$ cat src/rtl/seg7_scan_driver.sv
// seg7_scan_driver
// Time-multiplexed hex driver for multi-digit 7-segment displays.
// One digit is lit per slot of CLK_DIV cycles. The first GUARD cycles of each
// slot keep all anodes dark to avoid ghosting. Leading zeros can be blanked.
// New values are staged in a shadow register and only reach the display at a
// frame boundary, so a frame is never torn between an old value and a new one.
module seg7_scan_driver #(
    parameter int NUM_DIGITS    = 4,
    parameter int CLK_DIV       = 50000,
    parameter int GUARD         = 2,
    parameter int ACTIVE_LOW    = 1,
    parameter int BLANK_LEADING = 1
) (
    input  logic                      clk,
    input  logic                      rst,
    input  logic [4*NUM_DIGITS-1:0]   value_in,
    input  logic [NUM_DIGITS-1:0]     dp_in,
    input  logic                      load,
    output logic [6:0]                seg_out,
    output logic                      dp_out,
    output logic [NUM_DIGITS-1:0]     an_out,
    output logic                      frame_tick
);

    localparam int PW = (CLK_DIV > 1) ? $clog2(CLK_DIV) : 1;
    localparam int DW = (NUM_DIGITS > 1) ? $clog2(NUM_DIGITS) : 1;
    localparam int VW = 4 * NUM_DIGITS;

    localparam logic [PW-1:0] PRESC_LAST = PW'(CLK_DIV - 1);
    localparam logic [PW-1:0] GUARD_END  = PW'(GUARD);
    localparam logic [DW-1:0] DIGIT_LAST = DW'(NUM_DIGITS - 1);

    // Everything is built in active-low form, then XORed with these masks.
    localparam logic [6:0]            SEG_POL = (ACTIVE_LOW != 0) ? 7'h00 : 7'h7F;
    localparam logic                  DP_POL  = (ACTIVE_LOW != 0) ? 1'b0 : 1'b1;
    localparam logic [NUM_DIGITS-1:0] AN_POL  = (ACTIVE_LOW != 0) ? '0 : '1;

    localparam logic [6:0]            SEG_OFF = 7'h7F ^ SEG_POL;
    localparam logic                  DP_OFF  = 1'b1 ^ DP_POL;
    localparam logic [NUM_DIGITS-1:0] AN_OFF  = {NUM_DIGITS{1'b1}} ^ AN_POL;

    logic [PW-1:0]         presc_q, presc_d;
    logic [DW-1:0]         digit_q, digit_d;
    logic [VW-1:0]         shadow_val_q, shadow_val_d;
    logic [NUM_DIGITS-1:0] shadow_dp_q, shadow_dp_d;
    logic [VW-1:0]         disp_val_q, disp_val_d;
    logic [NUM_DIGITS-1:0] disp_dp_q, disp_dp_d;
    logic [6:0]            seg_q, seg_d;
    logic                  dp_q, dp_d;
    logic [NUM_DIGITS-1:0] an_q, an_d;
    logic                  frame_tick_q, frame_tick_d;

    logic                  tick;
    logic                  boundary;
    logic [NUM_DIGITS-1:0] blank_vec;
    logic [3:0]            cur_nibble;
    logic                  cur_dp;
    logic                  cur_blank;
    logic                  show_anode;
    logic [6:0]            seg_al;
    logic [NUM_DIGITS-1:0] an_al;

    // Hex nibble to active-low segment pattern, bit 6 = g ... bit 0 = a.
    function automatic logic [6:0] hex_to_seg(input logic [3:0] nib);
        logic [6:0] code;
        case (nib)
            4'h0:    code = 7'b1000000;
            4'h1:    code = 7'b1111001;
            4'h2:    code = 7'b0100100;
            4'h3:    code = 7'b0110000;
            4'h4:    code = 7'b0011001;
            4'h5:    code = 7'b0010010;
            4'h6:    code = 7'b0000010;
            4'h7:    code = 7'b1111000;
            4'h8:    code = 7'b0000000;
            4'h9:    code = 7'b0010000;
            4'hA:    code = 7'b0001000;
            4'hB:    code = 7'b0000011;
            4'hC:    code = 7'b1000110;
            4'hD:    code = 7'b0100001;
            4'hE:    code = 7'b0000110;
            default: code = 7'b0001110;
        endcase
        return code;
    endfunction

    assign tick     = (presc_q == PRESC_LAST);
    assign boundary = tick && (digit_q == DIGIT_LAST);

    // Prescaler, digit index, shadow capture and frame-synchronous display reload.
    always_comb begin
        presc_d      = tick ? '0 : presc_q + 1'b1;
        digit_d      = digit_q;
        if (tick) begin
            digit_d = (digit_q == DIGIT_LAST) ? '0 : digit_q + 1'b1;
        end
        shadow_val_d = load ? value_in : shadow_val_q;
        shadow_dp_d  = load ? dp_in    : shadow_dp_q;
        disp_val_d   = disp_val_q;
        disp_dp_d    = disp_dp_q;
        if (boundary) begin
            disp_val_d = load ? value_in : shadow_val_q;
            disp_dp_d  = load ? dp_in    : shadow_dp_q;
        end
        frame_tick_d = boundary;
    end

    // A digit is blank when it and every more significant digit are zero; digit 0 always shows.
    always_comb begin
        logic zeros_above;
        zeros_above = 1'b1;
        blank_vec   = '0;
        for (int i = NUM_DIGITS - 1; i >= 0; i--) begin
            zeros_above  = zeros_above && (disp_val_q[4*i +: 4] == 4'h0);
            blank_vec[i] = zeros_above && (BLANK_LEADING != 0) && (i != 0);
        end
    end

    // Pick the nibble, dp and blank flag of the digit currently being scanned.
    always_comb begin
        cur_nibble = '0;
        cur_dp     = 1'b0;
        cur_blank  = 1'b0;
        for (int i = 0; i < NUM_DIGITS; i++) begin
            if (digit_q == DW'(i)) begin
                cur_nibble = disp_val_q[4*i +: 4];
                cur_dp     = disp_dp_q[i];
                cur_blank  = blank_vec[i];
            end
        end
    end

    // Build the next segment/dp/anode outputs; anodes stay dark during the guard window.
    always_comb begin
        show_anode = (presc_q >= GUARD_END) && (!cur_blank || cur_dp);
        seg_al     = cur_blank ? 7'h7F : hex_to_seg(cur_nibble);
        an_al      = '1;
        for (int i = 0; i < NUM_DIGITS; i++) begin
            if (show_anode && (digit_q == DW'(i))) begin
                an_al[i] = 1'b0;
            end
        end
        seg_d = seg_al ^ SEG_POL;
        dp_d  = ~cur_dp ^ DP_POL;
        an_d  = an_al ^ AN_POL;
    end

    // State and output registers; reset blanks the display and drops any staged value.
    always_ff @(posedge clk or posedge rst) begin
        if (rst) begin
            presc_q      <= '0;
            digit_q      <= '0;
            shadow_val_q <= '0;
            shadow_dp_q  <= '0;
            disp_val_q   <= '0;
            disp_dp_q    <= '0;
            seg_q        <= SEG_OFF;
            dp_q         <= DP_OFF;
            an_q         <= AN_OFF;
            frame_tick_q <= 1'b0;
        end else begin
            presc_q      <= presc_d;
            digit_q      <= digit_d;
            shadow_val_q <= shadow_val_d;
            shadow_dp_q  <= shadow_dp_d;
            disp_val_q   <= disp_val_d;
            disp_dp_q    <= disp_dp_d;
            seg_q        <= seg_d;
            dp_q         <= dp_d;
            an_q         <= an_d;
            frame_tick_q <= frame_tick_d;
        end
    end

    assign seg_out    = seg_q;
    assign dp_out     = dp_q;
    assign an_out     = an_q;
    assign frame_tick = frame_tick_q;

endmodule

$ cat config.mk
export PLATFORM = sky130hd
export DESIGN_NAME = seg7_scan_driver
export DESIGN_NICKNAME = d
export VERILOG_FILES = /design/src/rtl/seg7_scan_driver.sv
export SDC_FILE = /design/constraint.sdc
export NUM_CORES = 1
export LEC_CHECK = 0
export ABC_AREA = 1
export BUFFER_PORTS_ARGS = -buffer_cell sky130_fd_sc_hd__clkbuf_2
export CORE_UTILIZATION = 25
export DETAILED_ROUTE_END_ITERATION = 6
export GPL_ROUTABILITY_DRIVEN = 1
export PLACE_DENSITY = 0.39
export SYNTH_ARGS = -nofsm -noshare
export SYNTH_HDL_FRONTEND = slang
export SYNTH_SLANG_ARGS = --single-unit
$ cat constraint.sdc
create_clock -name clk -period 5.6 [get_ports clk]
set_input_delay 0.84 -clock clk [delete_from_list [all_inputs] [get_ports clk]]
set_output_delay 0.84 -clock clk [all_outputs]
set_load 0.05 [all_outputs]
==> results of run 1 <==
area by class of cell:
| type | instances | area share (%) |
|---|---|---|
| clock inverters | 7 | 1.87 |
| multi-input cells | 273 | 36.1 |
| clock buffers | 9 | 5.44 |
| flip-flops and latches | 71 | 43.3 |
| well taps | 176 | 5.32 |
| repair buffers | 36 | 4.41 |
| inverters | 40 | 3.63 |
cell families after synthesis:
kind of cell | count (synthesis) | share of synthesized area (%)
AO/OA/AOI/OAI | 23 | 3.50
flip-flops | 71 | 51.1
AND/OR/NAND/NOR | 209 | 26.1
buffers and inverters | 48 | 6.35
multiplexers | 20 | 6.42
XOR/XNOR | 9 | 2.25
adder cells (fa/ha/maj) | 12 | 4.28
worst max-delay path, cell delays in order, from the launching register on:
cell and delay [ns]:
dfrtp_1 0.39, ha_1 0.42, clkinv_1 0.37, nor3_4 0.80, nand2_1 0.13, o21ai_0 0.11
per-stage QoR:
| step | worst slack [ns] | util, % |
|---|---|---|
| after floorplan | 2.98 | - |
| after global placement | 3.30 | 28.5 |
| after detailed placement | 3.25 | 28.5 |
| after CTS | 3.24 | 30.8 |
| after global routing | 3.02 | 30.8 |
| final | 3.29 | 30.8 |
final timing paths:
check | from | endpoint | slack, ns | depth (start not counted)
worst max-delay path | digit_q[0] | disp_val_q[5] | 3.29 | 5
worst min-delay path | disp_val_q[3] | disp_val_q[3] | 0.48 | 2
worst max register to register | digit_q[0] | disp_val_q[5] | 3.29 | 5
worst min register to register | disp_val_q[3] | disp_val_q[3] | 0.48 | 2
max in group asynchronous | rst | disp_val_q[10] | 4.25 | 3
min in group asynchronous | rst | presc_q[15] | 0.76 | 3
power breakdown:
group | switching (mW) | total [mW] | leakage (nW) | internal [mW]
Sequential | 0.00307 | 0.531 | 0.785 | 0.528
Clock | 0.226 | 0.575 | 0.147 | 0.349
Combinational | 0.0224 | 0.0413 | 1.03 | 0.0189
Total | 0.251 | 1.15 | 1.96 | 0.896
cell usage in the layout (no fill, tap or decap), types with 3 or more instances in the layout:
cell type / instances
nand3_1: 36
nand2_2: 4
a21oi_1: 7
nand4_1: 4
clkbuf_2: 35
mux2_2: 20
clkbuf_16: 9
o21ai_0: 13
nand2_1: 119
dfrtp_1: 59
xor2_1: 7
ha_1: 12
nor3_1: 4
nor2_1: 30
dfstp_2: 12
inv_6: 3
inv_1: 36
Yosys cell counts, types with 2 or more instances:
cell type and instances:
nand3b_1 2, a21oi_1 7, nand4_1 4, buf_6 4, inv_1 37, clkinv_1 2
nor4_2 2, ha_1 12, dfstp_2 12, nand2_2 4, mux2_2 20, dfrtp_1 59
nand3_2 2, xnor2_1 2, nor2_1 30, xor2_1 7, nand2_1 119, nor3_1 4
nand3_1 36, o21ai_0 13
routing by layer:
metal	global-route usage, %	part of all wire (%)
met5	0	0
met4	5.32	1.5
met3	2.78	3.4
met2	16.8	42
met1	16.4	53
flip-flops by register name (all words and copies together), names as in the netlist, 2 cells and up:
register,flops
presc_q,16
shadow_val_q,16
seg_out,7
disp_val_q,16
digit_q,2
shadow_dp_q,4
an_out,4
disp_dp_q,4
==> metrics.md, run 1 <==
| Metric | Value |
|---|---|
| Synth Register Bits | 71 |
| Total track usage | 11.7% |
| Top FF cell, synth | dfrtp_1 |
| Final Hold Slack | 0.477 ns |
| P&R area growth vs syn | 18.0% |
| # placed instances | 596 |
| Total of max-cap violations | 0 |
| Avg WL per Cell | 12.4 um |
| Fillers | 1,479 |
| Post-synth ARST share | 100% |
| GRT overflow | 0 |
| Leak | 1.96 nW |
| Setup TNS | 0 ns |
| Register area share after synthesis | 51.1% |
| Die Wd | 120 um |
| Final Cell Area | 4140 um^2 |
| Synthesized net count | 427 |
| Largest net degree at the start of global routing | 72 |
| # rows | 42 |
| Cts hold-fix bufs | 0 |
| Via Count | 2,662 |
| Post-CTS sizing | 0 |
| Final Hold Viols | 0 |
| Final period util | 41.3% |
| Final wirelength | 7610 um |
| Leading area contributor after synthesis | dfrtp_1 |
| Final nets | 466 |
| VDD IR max | 0.000135 V |
| Vias/cell | 4.35 |
| Final GP Congestion | 0.845 |
| Clk slew on worst S/H paths | 0.06 ns |
| Setup CP Type | flop to flop |
| Post-synth EDFFs | 0 |
| Diodes inserted | 0 |
| Clock latency on the worst-skew pair | 0.33 ns |
| Core area | 13,500 um^2 |
| Clk Tree Root Cell | clkbuf_16 |
| CTS tree | done |
| Skew final | 0.00862 ns |
| Pre-Repair DR Iteration Count | 4 |
| Worst slew margin | 39.9% |
| Slew @ Worst Pin | 0.902 ns |
| Setup violators final | 0 |
| Worst Path Arrival | 2.56 ns |
| Synth Instances | 392 |
| Cell area after placement | 3840 um^2 |
| Main area contributors after synthesis | dfrtp_1 42%, nand2_1 13%, dfstp_2 9.0%, mux2_2 6.4%, nand3_1 5.1% |
| Pwr Total | 1.15 mW |
| Yosys Warn Count | 0 |
| Clk sinks | 71 |
| Critical path launch point type | flop |
| Crit. End Element | flop |
| H-Tree Depth | 3 |
| Unrepaired setup endpoints after global routing | false |
| Hold crit path type | flop to flop |
| Fmax achieved | 433 MHz |
| Die Y | 120 um |
| Buffers on Ports | 35 |
| Post-layout min period | 2.31 ns |
| DP HPWL | 5560 um |
| Outcome | completed |
| Post-CTS setup buffers | 0 |
| Vias in the first global route | 2,623 |
| Layout cells sized above 1 | 22.5% |
| Worst Path Required | 5.85 ns |
| First-pass GRT wire length | 13,100 um |
| Library cells used by synthesis | 34 |
| Multi-input gate area | 1490 um^2 |
| Die area | 14,500 um^2 |
| Syn Std Cell Area | 3510 um^2 |
| Residual DRC | 0 |
| P per Cell Area | 277 nW/um^2 |
| Initial Util | 26.1% |
| Crit path max fanout | 26 |
| Average cell area after synthesis | 8.95 um^2 |
| Initial DRC Count | 129 |
| Finished Layout Cells | 612 |
| Slew Viols, Final | 0 |
| Initial antenna violation count | 0 |
| Top-area cell type share of the netlist area | 42.1% |
| Clock buffer depth | 2 |
| Antenna Nets Post-Route | 0 |
| CTS buffer count | 9 |
| I/O Pins | 36 |
| Area occupied by registers | 1790 um^2 |
Note: power is estimated with default switching activity, not from simulation.
==> run 2, diff against run 1 <==
==> constraint.sdc (replaced) <==
create_clock -name clk -period 2.2 [get_ports clk]
set_input_delay 0.33 -clock clk [delete_from_list [all_inputs] [get_ports clk]]
set_output_delay 0.33 -clock clk [all_outputs]
set_load 0.05 [all_outputs]
==> run 2 against run 1 <==
Against the previous run: register-to-register slack worse by 3.1 ns; combinational power grew to 2.6 times the previous value; wire length rose by 0.92%; global-route usage rose by 0.22 points; critical path type unchanged; critical endpoint is now seg_out[1].
==> metrics.md, run 2 (same netlist as run 1, synthesis figures left out) <==
| Metric | Value |
|---|---|
| Initial antenna violation count | 0 (unchanged) |
| Via Count | 2,658 (-0.15%) |
| R2R cell count | 12 (+7) |
| Worst setup margin | 0.178 ns (-3.11 ns) |
| Die area | 14,500 um^2 (unchanged) |
| Slew @ Worst Pin | 0.708 ns (-0.194 ns) |
| Clk sinks | 71 (unchanged) |
| Avg WL per Cell | 12.4 um (about the same) |
| Finished Layout Cells | 618 (+0.98%) |
| I/O Pins | 36 (unchanged) |
| Diodes inserted | 0 (unchanged) |
| Pwr Total | 3.02 mW (+160%) |
| Antenna Nets Post-Route | 0 (unchanged) |
| Cell area after placement | 3900 um^2 (+1.7%) |
| Total track usage | 11.9% (+0.22 points) |
| CTS buffer count | 9 (unchanged) |
| Pre-Repair DR Iteration Count | 4 (unchanged) |
| Seq pwr share | 44.8% (-1.5 points) |
| Setup CP Type | flop to flop |
| Vias/cell | 4.30 (-1.1%) |
| # rows | 42 (unchanged) |
| Initial Util | 26.1% (unchanged) |
| Clock buffer depth | 2 (unchanged) |
| Final period util | 91.9% (+51 points) |
| Total of max-cap violations | 0 (unchanged) |
| VDD IR max | 0.000296 V (+120%) |
| P per Cell Area | 712 nW/um^2 (+160%) |
| DP HPWL | 5650 um (+1.6%) |
| Slew Viols, Final | 0 (unchanged) |
| H-Tree Depth | 3 (unchanged) |
| Fmax achieved | 495 MHz (+14%) |
| Largest net degree at the start of global routing | 32 (-56%) |
| Most frequent cells in the layout | 118 x nand2_1, 59 x dfrtp_1, 36 x inv_1, 36 x nand3_1, 35 x clkbuf_2 |
| Worst slew margin | 52.7% (+13 points) |
| Layout cells sized above 1 | 24.2% (+1.7 points) |
| Clock latency on the worst-skew pair | 0.33 ns (about the same) |
| Worst Path Required | 2.47 ns (-3.38 ns) |
| First-pass GRT wire length | 13,100 um (-0.21%) |
| P&R area growth vs syn | 20.6% |
| Core Util, Final | 31.5% (+0.68 points) |
| Skew final | 0.00508 ns (-0.00353 ns) |
| Switching power | 0.602 mW (+140%) |
| Buffers on Ports | 35 (unchanged) |
| Top Registers | disp_val_q: 16 flops, presc_q: 16 flops, shadow_val_q: 16 flops |
| Commonest non-fill, non-tap cell in the layout | nand2_1 |
| Worst Path Arrival | 2.29 ns (-0.27 ns) |
| Clk Tree Root Cell | clkbuf_16 |
| Internal | 2.41 mW (+170%) |
| Die Y | 120 um (unchanged) |
| GRT overflow | 0 (unchanged) |
| Hold crit path type | input port to asynchronous set/reset pin |
| Clk slew on worst S/H paths | 0.06 ns (about the same) |
| Sw Ratio | 20.0% (-1.9 points) |
| Initial DRC Count | 192 (+49%) |
| Post-layout min period | 2.02 ns (-0.289 ns) |
| Logic pwr share | 3.6% (about the same) |
| Critical path launch point type | flop |
| Final Cell Area | 4230 um^2 (+2.2%) |
| Final Hold Viols | 0 (unchanged) |
| Final GP Congestion | 0.881 (+4.3%) |
| Final Hold Slack | 0.0994 ns (-0.378 ns) |
| Setup TNS | 0 ns (unchanged) |
| Final nets | 473 (+1.5%) |
| Core area | 13,500 um^2 (unchanged) |
| Vias in the first global route | 2,542 (-3.1%) |
| Leak | 2.01 nW (+2.4%) |
| Residual DRC | 0 (unchanged) |
| Outcome | completed |
| Final wirelength | 7680 um (+0.92%) |
| Setup violators final | 0 (unchanged) |
| Post-place setup slack | 0.135 ns (-3.12 ns) |
| Crit. End Element | flop |
| Clk pwr share | 51.6% (+1.5 points) |
| Unrepaired setup endpoints after global routing | false |
| Die Wd | 120 um (unchanged) |
| # placed instances | 603 (+1.2%) |
| Crit path max fanout | 5 (-81%) |
| CTS tree | done |
==> run 2: cell types whose count changed in the layout (fill, tap and decap cells not counted), sizes merged <==
| cell | delta |
|---|---|
| inv | -3 |
| bufinv | +1 |
| clkinv | +1 |
| clkbuf | +1 |
| buf | +7 |
| clkinvlp | -1 |
==> run 2: repair_timing <==
item	4_1_cts	5_1_grt
buffers inserted	0	0
setup endpoints to repair	0	4
hold buffers	0	0
resized for setup	0	3
==> run 2: worst paths after layout <==
check	slack, ns	start	to
worst max-delay path	0.18	digit_q[0]	seg_out[1]
worst min-delay path	0.1	rst	presc_q[11]
worst max register to register	0.18	digit_q[0]	seg_out[1]
worst min register to register	0.48	disp_val_q[3]	disp_val_q[3]
max in group asynchronous	1.45	rst	shadow_val_q[6]
min in group clk	0.24	value_in[8]	shadow_val_q[8]
==> run 2: critical path, cell delays in order (launching register included) <==
cell and delay (ns):
dfrtp_1 0.41, inv_1 0.11, ha_1 0.25, inv_1 0.08, or2_1 0.20, nand3_1 0.07, nand2_1 0.11, inv_1 0.16
ha_1 0.25, nand3_1 0.12, nor2_1 0.06, nor2_1 0.08, nand2_1 0.05
==> run 2: power groups by stage <==
stage          combinational [mW]  sequential, mW  clock [mW]
6_report                    0.109            1.35        1.55
5_1_grt                     0.124            1.35        1.68
4_1_cts                     0.114            1.35        1.62
3_5_place_dp                0.113            1.38           0
3_3_place_gp                0.112            1.37           0
2_1_floorplan              0.0737            1.37           0
==> run 2: area by class of cell <==
| type | instances | area, um^2 |
|---|---|---|
| clock buffers | 10 | 239 |
| clock inverters | 5 | 82.6 |
| fillers | 1436 | 9220 |
| inverters | 40 | 150 |
| multi-input cells | 273 | 1500 |
| flip-flops and latches | 71 | 1790 |
| well taps | 176 | 220 |
| repair buffers | 43 | 248 |
==> run 2: routing by layer <==
metal / routed length (um) / up-vias / track usage (%)
met2: 3030 / 64 / 15.5
met1: 4090 / 1223 / 17.3
li1: - / 1352 / -
met3: 348 / 19 / 3.02
met5: 0 / - / 0
met4: 214 / 0 / 7.10
